--- config.mk ---
export PLATFORM = sky130hd
export DESIGN_NAME = btn_debounce_pulse
export DESIGN_NICKNAME = d
export VERILOG_FILES = /design/src/rtl/btn_debounce_pulse.sv
export SDC_FILE = /design/constraint.sdc
export NUM_CORES = 1
export LEC_CHECK = 0
export BUFFER_PORTS_ARGS = -buffer_cell sky130_fd_sc_hd__buf_2
export CORE_MARGIN = 10
export CORE_UTILIZATION = 54
export CTS_CLUSTER_SIZE = 28
export DETAILED_ROUTE_END_ITERATION = 12
export MAX_ROUTING_LAYER = met4
export PLACE_DENSITY = 0.79
export SYNTH_ARGS = -nofsm -noshare
export SYNTH_HDL_FRONTEND = slang
export SYNTH_SLANG_ARGS = --single-unit
--- constraint.sdc ---
create_clock -name CLK -period 1.8 [get_ports CLK]
set_input_delay 0 -clock CLK [delete_from_list [all_inputs] [get_ports CLK]]
set_output_delay 0 -clock CLK [all_outputs]
set_load 0.01 [all_outputs]
--- src/rtl/btn_debounce_pulse.sv ---
// Push-button conditioner: two-flop synchroniser, press/release debounce FSM,
// registered LEVEL and a single-cycle PULSE on every accepted press.
module btn_debounce_pulse #(
    parameter int DEBOUNCE_CYCLES = 1000000,
    parameter bit BTN_ACTIVE_LOW  = 1'b1
) (
    input  logic CLK,
    input  logic RST,
    input  logic BTN_IN,
    output logic LEVEL,
    output logic PULSE
);

    localparam int CW = $clog2(DEBOUNCE_CYCLES) + 1;
    localparam logic [CW-1:0] LAST = CW'(DEBOUNCE_CYCLES - 1);

    typedef enum logic [1:0] {
        IDLE,
        CHK_PRESS,
        HELD,
        CHK_REL
    } state_t;

    state_t        state;
    state_t        state_n;
    logic [CW-1:0] cnt;
    logic [CW-1:0] cnt_n;
    logic          level_n;
    logic          pulse_n;
    logic          btn;
    logic          s1;
    logic          s2;

    assign btn = BTN_IN ^ BTN_ACTIVE_LOW;

    always_ff @(posedge CLK or posedge RST) begin
        if (RST) begin
            s1 <= 1'b0;
            s2 <= 1'b0;
        end else begin
            s1 <= btn;
            s2 <= s1;
        end
    end

    always_ff @(posedge CLK or posedge RST) begin
        if (RST) begin
            state <= IDLE;
            cnt   <= '0;
            LEVEL <= 1'b0;
            PULSE <= 1'b0;
        end else begin
            state <= state_n;
            cnt   <= cnt_n;
            LEVEL <= level_n;
            PULSE <= pulse_n;
        end
    end

    always_comb begin
        state_n = state;
        cnt_n   = cnt;
        level_n = LEVEL;
        pulse_n = 1'b0;
        case (state)
            IDLE: begin
                level_n = 1'b0;
                if (s2) begin
                    state_n = CHK_PRESS;
                    cnt_n   = '0;
                end
            end
            CHK_PRESS: begin
                level_n = 1'b0;
                if (!s2) begin
                    state_n = IDLE;
                    cnt_n   = '0;
                end else if (cnt == LAST) begin
                    state_n = HELD;
                    cnt_n   = '0;
                    level_n = 1'b1;
                    pulse_n = 1'b1;
                end else begin
                    cnt_n = cnt + CW'(1);
                end
            end
            HELD: begin
                level_n = 1'b1;
                if (!s2) begin
                    state_n = CHK_REL;
                    cnt_n   = '0;
                end
            end
            CHK_REL: begin
                level_n = 1'b1;
                // A release bounce returns to HELD without re-pulsing
                if (s2) begin
                    state_n = HELD;
                    cnt_n   = '0;
                end else if (cnt == LAST) begin
                    state_n = IDLE;
                    cnt_n   = '0;
                    level_n = 1'b0;
                end else begin
                    cnt_n = cnt + CW'(1);
                end
            end
            default: begin
                state_n = IDLE;
                cnt_n   = '0;
                level_n = 1'b0;
                pulse_n = 1'b0;
            end
        endcase
    end

endmodule

* Word level (Yosys, flattened, before mapping) *
Index checks and enable logic that the tools add are counted.

word-level totals
  register bits after elaboration = 27
  bits in latches = 0
  bits in writable memories = 0
  bits in read-only memories = 0
  input bits = 3
  output and inout bits = 2
  logic and storage cells = 38
  memories kept = 0

operators by class
  add/subtract/negate cells = 1
  multipliers = 0
  divide/modulo/power cells = 0
  $lt $le $gt $ge = 0
  eq/ne operators = 8
  shift-type cells = 0
  mux-type cells = 19
  bitwise gates (word level) = 1
  reduce and logical (&&, ||, !) cells = 3

operator list
  operator                 count
  $mux W21                 5
  $pmux W21 S4             1
  $add A21 B1 Y21 const B  1
  $eq A21 B20 Y1 const B   1
  $mux W2                  6
  $pmux W2 S4              1
  $ne A3 B3 Y1 const B     2
  $mux W1                  5
  $eq A2 B2 Y1 const B     2
  $ne A2 B2 Y1 const B     2
  $pmux W1 S4              1
  $reduce_and A4 Y1        1
  $eq A2 B1 Y1 const B     1
  $logic_not A2 Y1         1
  $reduce_and A2 Y1        1
  $not A1 Y1               1

* Depth between registers and ports, before layout *
  depth after elaboration = 4
  gate-level depth with buffers = 7
  depth with buffers taken out = 6

* Worst setup path before layout *
No wires, ideal clock.

  kind = register to register
  start point = register cnt[0]
  end point = register LEVEL
  library setup time = 0.125 ns
  arrival = 1.602 ns
  required time = 1.675 ns
  setup slack = 0.073 ns
  stages on the path, launching flop included = 6
  buffers on the path = 0
  period minus slack after synthesis = 1.727 ns
  path through = dfrtp_1 > ha_1 > and4_1 > and4_4 > and3_2 > mux2_2

between the ends
  longest elaborated chain between the ends = 4
  elaborated cells on any way between the ends = 6
  those cells by class = eq/ne (1); mux (5)

RTL lines
  element                     RTL line  text
  start: declaration          26        logic [CW-1:0] cnt;
  start signal: assignment    54        cnt <= cnt_n;
  $eq A21 B20 Y1 (*)          78, 100
  $mux W1 (on tied branches)  100, 78
  $mux W1 (on tied branches)  97, 75
  $pmux W1 S4 (*)             65        case (state)
  named net level_n           28        logic level_n;
  end signal: assignment      55        LEVEL <= level_n;
  end: declaration            10        output logic LEVEL,

Mark *: on every way through the listed nets, which the timed path passes. The rest lies on a longest branch.
A chain may end at the register's enable or synchronous reset.

* Final worst setup path *
  start point = register cnt[0]
  end point = register cnt[16]

between the ends
  longest elaborated chain between the ends = 4
  elaborated cells on any way between the ends = 6
  those cells by class = add/sub (1); eq/ne (1); mux (4)

RTL lines
  element                                                   RTL line
  $add A21 B1 Y21 / $eq A21 B20 Y1 (equally long branches)  n/a
  $mux W21 (*)                                              78, 100
  $mux W21 (on tied branches)                               97, 75
  $pmux W21 S4 (*)                                          65

Mark *: on every way between the ends. The rest lies on a longest branch, timed or not.

==> impl_metrics.ini <==
[outcome]
outcome = completed

[sta]
finalHoldViolations = 0
worst_hold_slack_ps = 249
finalSetupViolCount = 0
grt_setup_unrepaired = yes
setup_slack_ps = 34.0
slew_violations = 0
fmax_ghz = 0.566
finalClockSkew_ps = 4.26
min_period_ps = 1770
tightestPinTransition_ps = 890
max-slew-margin-rel = 0.405
post-route-period-util = 0.981

[setup_path]
worst-r2r-cell-count = 7
reg2reg_slack_ps = 30
timing_worst_setup_path_type = reg -> reg
required_ps = 2050
cp-startpoint = cnt[0]$_DFFE_PP0P_
start_kind = flip-flop
endpoint_kind = flip-flop
worstPathMaxFanout = 6
crit_arrival_ps = 2020
r2r-start = cnt[0]$_DFFE_PP0P_
endpoint = cnt[16]$_DFFE_PP0P_
timing.rr.end = cnt[16]$_DFFE_PP0P_

[placement]
gp_congestion = 0.872
place_ws_ps = 30.0
io_buffers = 4
dp_cells = 190
placed_area_mm2 = 0.00154
hpwl_um = 2240

[grt]
grt_util_all_layers = 0.128
grt_pass1_vias = 1197
grt_max_degree = 15
grt_pass1_wl_um = 5360
antenna_found_initial = 0
overflow = 0

[yosys]
synth_area_mm2 = 0.00141
ys_ff_latch = 27
ys_seq_area_frac = 0.479
postSynthCellCount = 147
yosysWarnings = 0
synth_edf_count = 0
synthArstFlopShare = 1.00
synthDistinctLibCells = 36
yosys-top-cells-area = dfrtp_1 (48%), a31oi_1 (6.2%), nand2_1 (5.6%), o21ai_0 (3.5%), nand4_1 (3.1%)
synth_top_area_share = 0.479
avgSynthCellArea_um2 = 9.59
synth_area_leader_cell = dfrtp_1
synth_nets = 151
synth-main-ff-cell = dfrtp_1

[layout]
n_antenna_cell = 0
syn2layout_area_growth_pct = 17.4
final_cell_mix = dfrtp_1 (27), nand2_1 (21), buf_4 (17)
layout.nets = 176
instances_no_fill = 201
final_layout_size_suffix_gt1_frac = 0.246
layout_commonest_cell = dfrtp_1
fillers = 190
final_util = 0.668
fin_area_mm2 = 0.00166

[die]
initial_utilization = 0.569
die_h_um = 71.1
fp-row-count = 18
dieWidth_um = 71.1
core_mm2 = 0.00248
die_area_mm2 = 0.00506
top_level_ports = 5

[routing]
avgViaCountPerCell = 6.20
wl_per_cell_um = 16.0
first_iter_violations = 109
via_count = 1246
ant_nets = 0
first_pass_iters = 4
wl_um = 3220
drc = 0

[clock_tree]
path_clk_slew_ps = 140
cts_root_buf = clkbuf_4
clockBufferDepth = 2
clkSinkCount = 27
cts_buffers = 3
cts_tree = built
clock_latency_ps = 320
htree_levels = 1

[power]
p_per_area_mw_per_mm2 = 590
p_leak_nw = 0.752
ir_worst_vdd_uv = 494

[run]
maxCapViolCount = 0

[min_path]
hold_path.class = in -> async
-- cell usage after synthesis (3+ instances only) --
cell type  count
xor2_1         5
nand4_1        7
inv_1          6
a31oi_1       14
and3_1         4
dfrtp_1       27
a21oi_1        8
nand2_1       21
o21ai_0       10
nand3_1        5
nor2_1         6
and4_1         3
-- per-stage QoR --
stage	setup TNS [ps]	power, mW
after CTS	0	0.972
after global placement	0	0.714
final	0	0.976
after floorplan	0	0.694
after global routing	-439	1.01
after detailed placement	0	0.718
-- what timing repair did --
item | in CTS | in global routing
setup buffers | 0 | 4
hold endpoints to repair | 14 | 0
hold buffers | 2 | 0
setup endpoints to repair | 0 | 20
resized for setup | 0 | 17
-- logic make-up after synthesis --
group                      Yosys count  synth area share
AOI/OAI and AO/OA                   39             0.173
xor gates and xnor gates             7            0.0435
adders and majority gates            1           0.00887
muxes                                2            0.0160
and+or+nand+nor                     59             0.235
buffers and inverters               12            0.0444
DFF                                 27             0.479
-- how the worst min path moves through the flow --
stage,cells after the start,start,slack [ps],to
after CTS,3,RST,250,cnt[5]$_DFFE_PP0P_
after detailed placement,2,RST,70,cnt[20]$_DFFE_PP0P_
after global routing,3,RST,280,cnt[5]$_DFFE_PP0P_
final,3,RST,250,cnt[17]$_DFFE_PP0P_
after global placement,2,RST,50,cnt[16]$_DFFE_PP0P_
after floorplan,1,RST,50,LEVEL$_DFF_PP0_
-- flip-flops by register name, summed over array words and instances, names as in the netlist, named ones only --
| signal | cells |
|---|---|
| LEVEL | 1 |
| PULSE | 1 |
| cnt | 21 |
| s1 | 1 |
| s2 | 1 |
| state | 1 |
-- report_power, final --
| group | leakage (nW) | switching (mW) | internal [mW] |
|---|---|---|---|
| clock network | 0.0150 | 0.172 | 0.0866 |
| registers | 0.369 | 0.0144 | 0.620 |
| logic | 0.368 | 0.0524 | 0.0311 |
-- layer usage --
| metal | vias to the layer above | global-route usage | wire length [um] | share of wire |
|---|---|---|---|---|
| li1 | 589 | - | - | - |
| met1 | 599 | 0.136 | 1320 | 0.41 |
| met2 | 42 | 0.229 | 1700 | 0.53 |
| met3 | 16 | 0.0181 | 114 | 0.035 |
| met4 | 0 | 0.0538 | 85 | 0.026 |
| met5 | - | - | 0 | 0 |
-- critical path, stage by stage (launching register included) --
cell and delay [ps]:
dfrtp_1 410, ha_2 190, and4_4 200, and4_4 180
a21oi_4 230, buf_2 220, a21oi_1 80, a21oi_1 190
-- final cells by class --
| type | count | area (um^2) | share of cell area |
|---|---|---|---|
| clock buffer | 4 | 26.3 | 0.0159 |
| tap | 30 | 37.5 | 0.0227 |
| timing repair buffer | 26 | 195 | 0.118 |
| sequential | 27 | 676 | 0.408 |
| multi-input combinational | 108 | 694 | 0.420 |
| inverter | 6 | 26.3 | 0.0159 |
No activity file was read; power rests on OpenSTA's default activity.
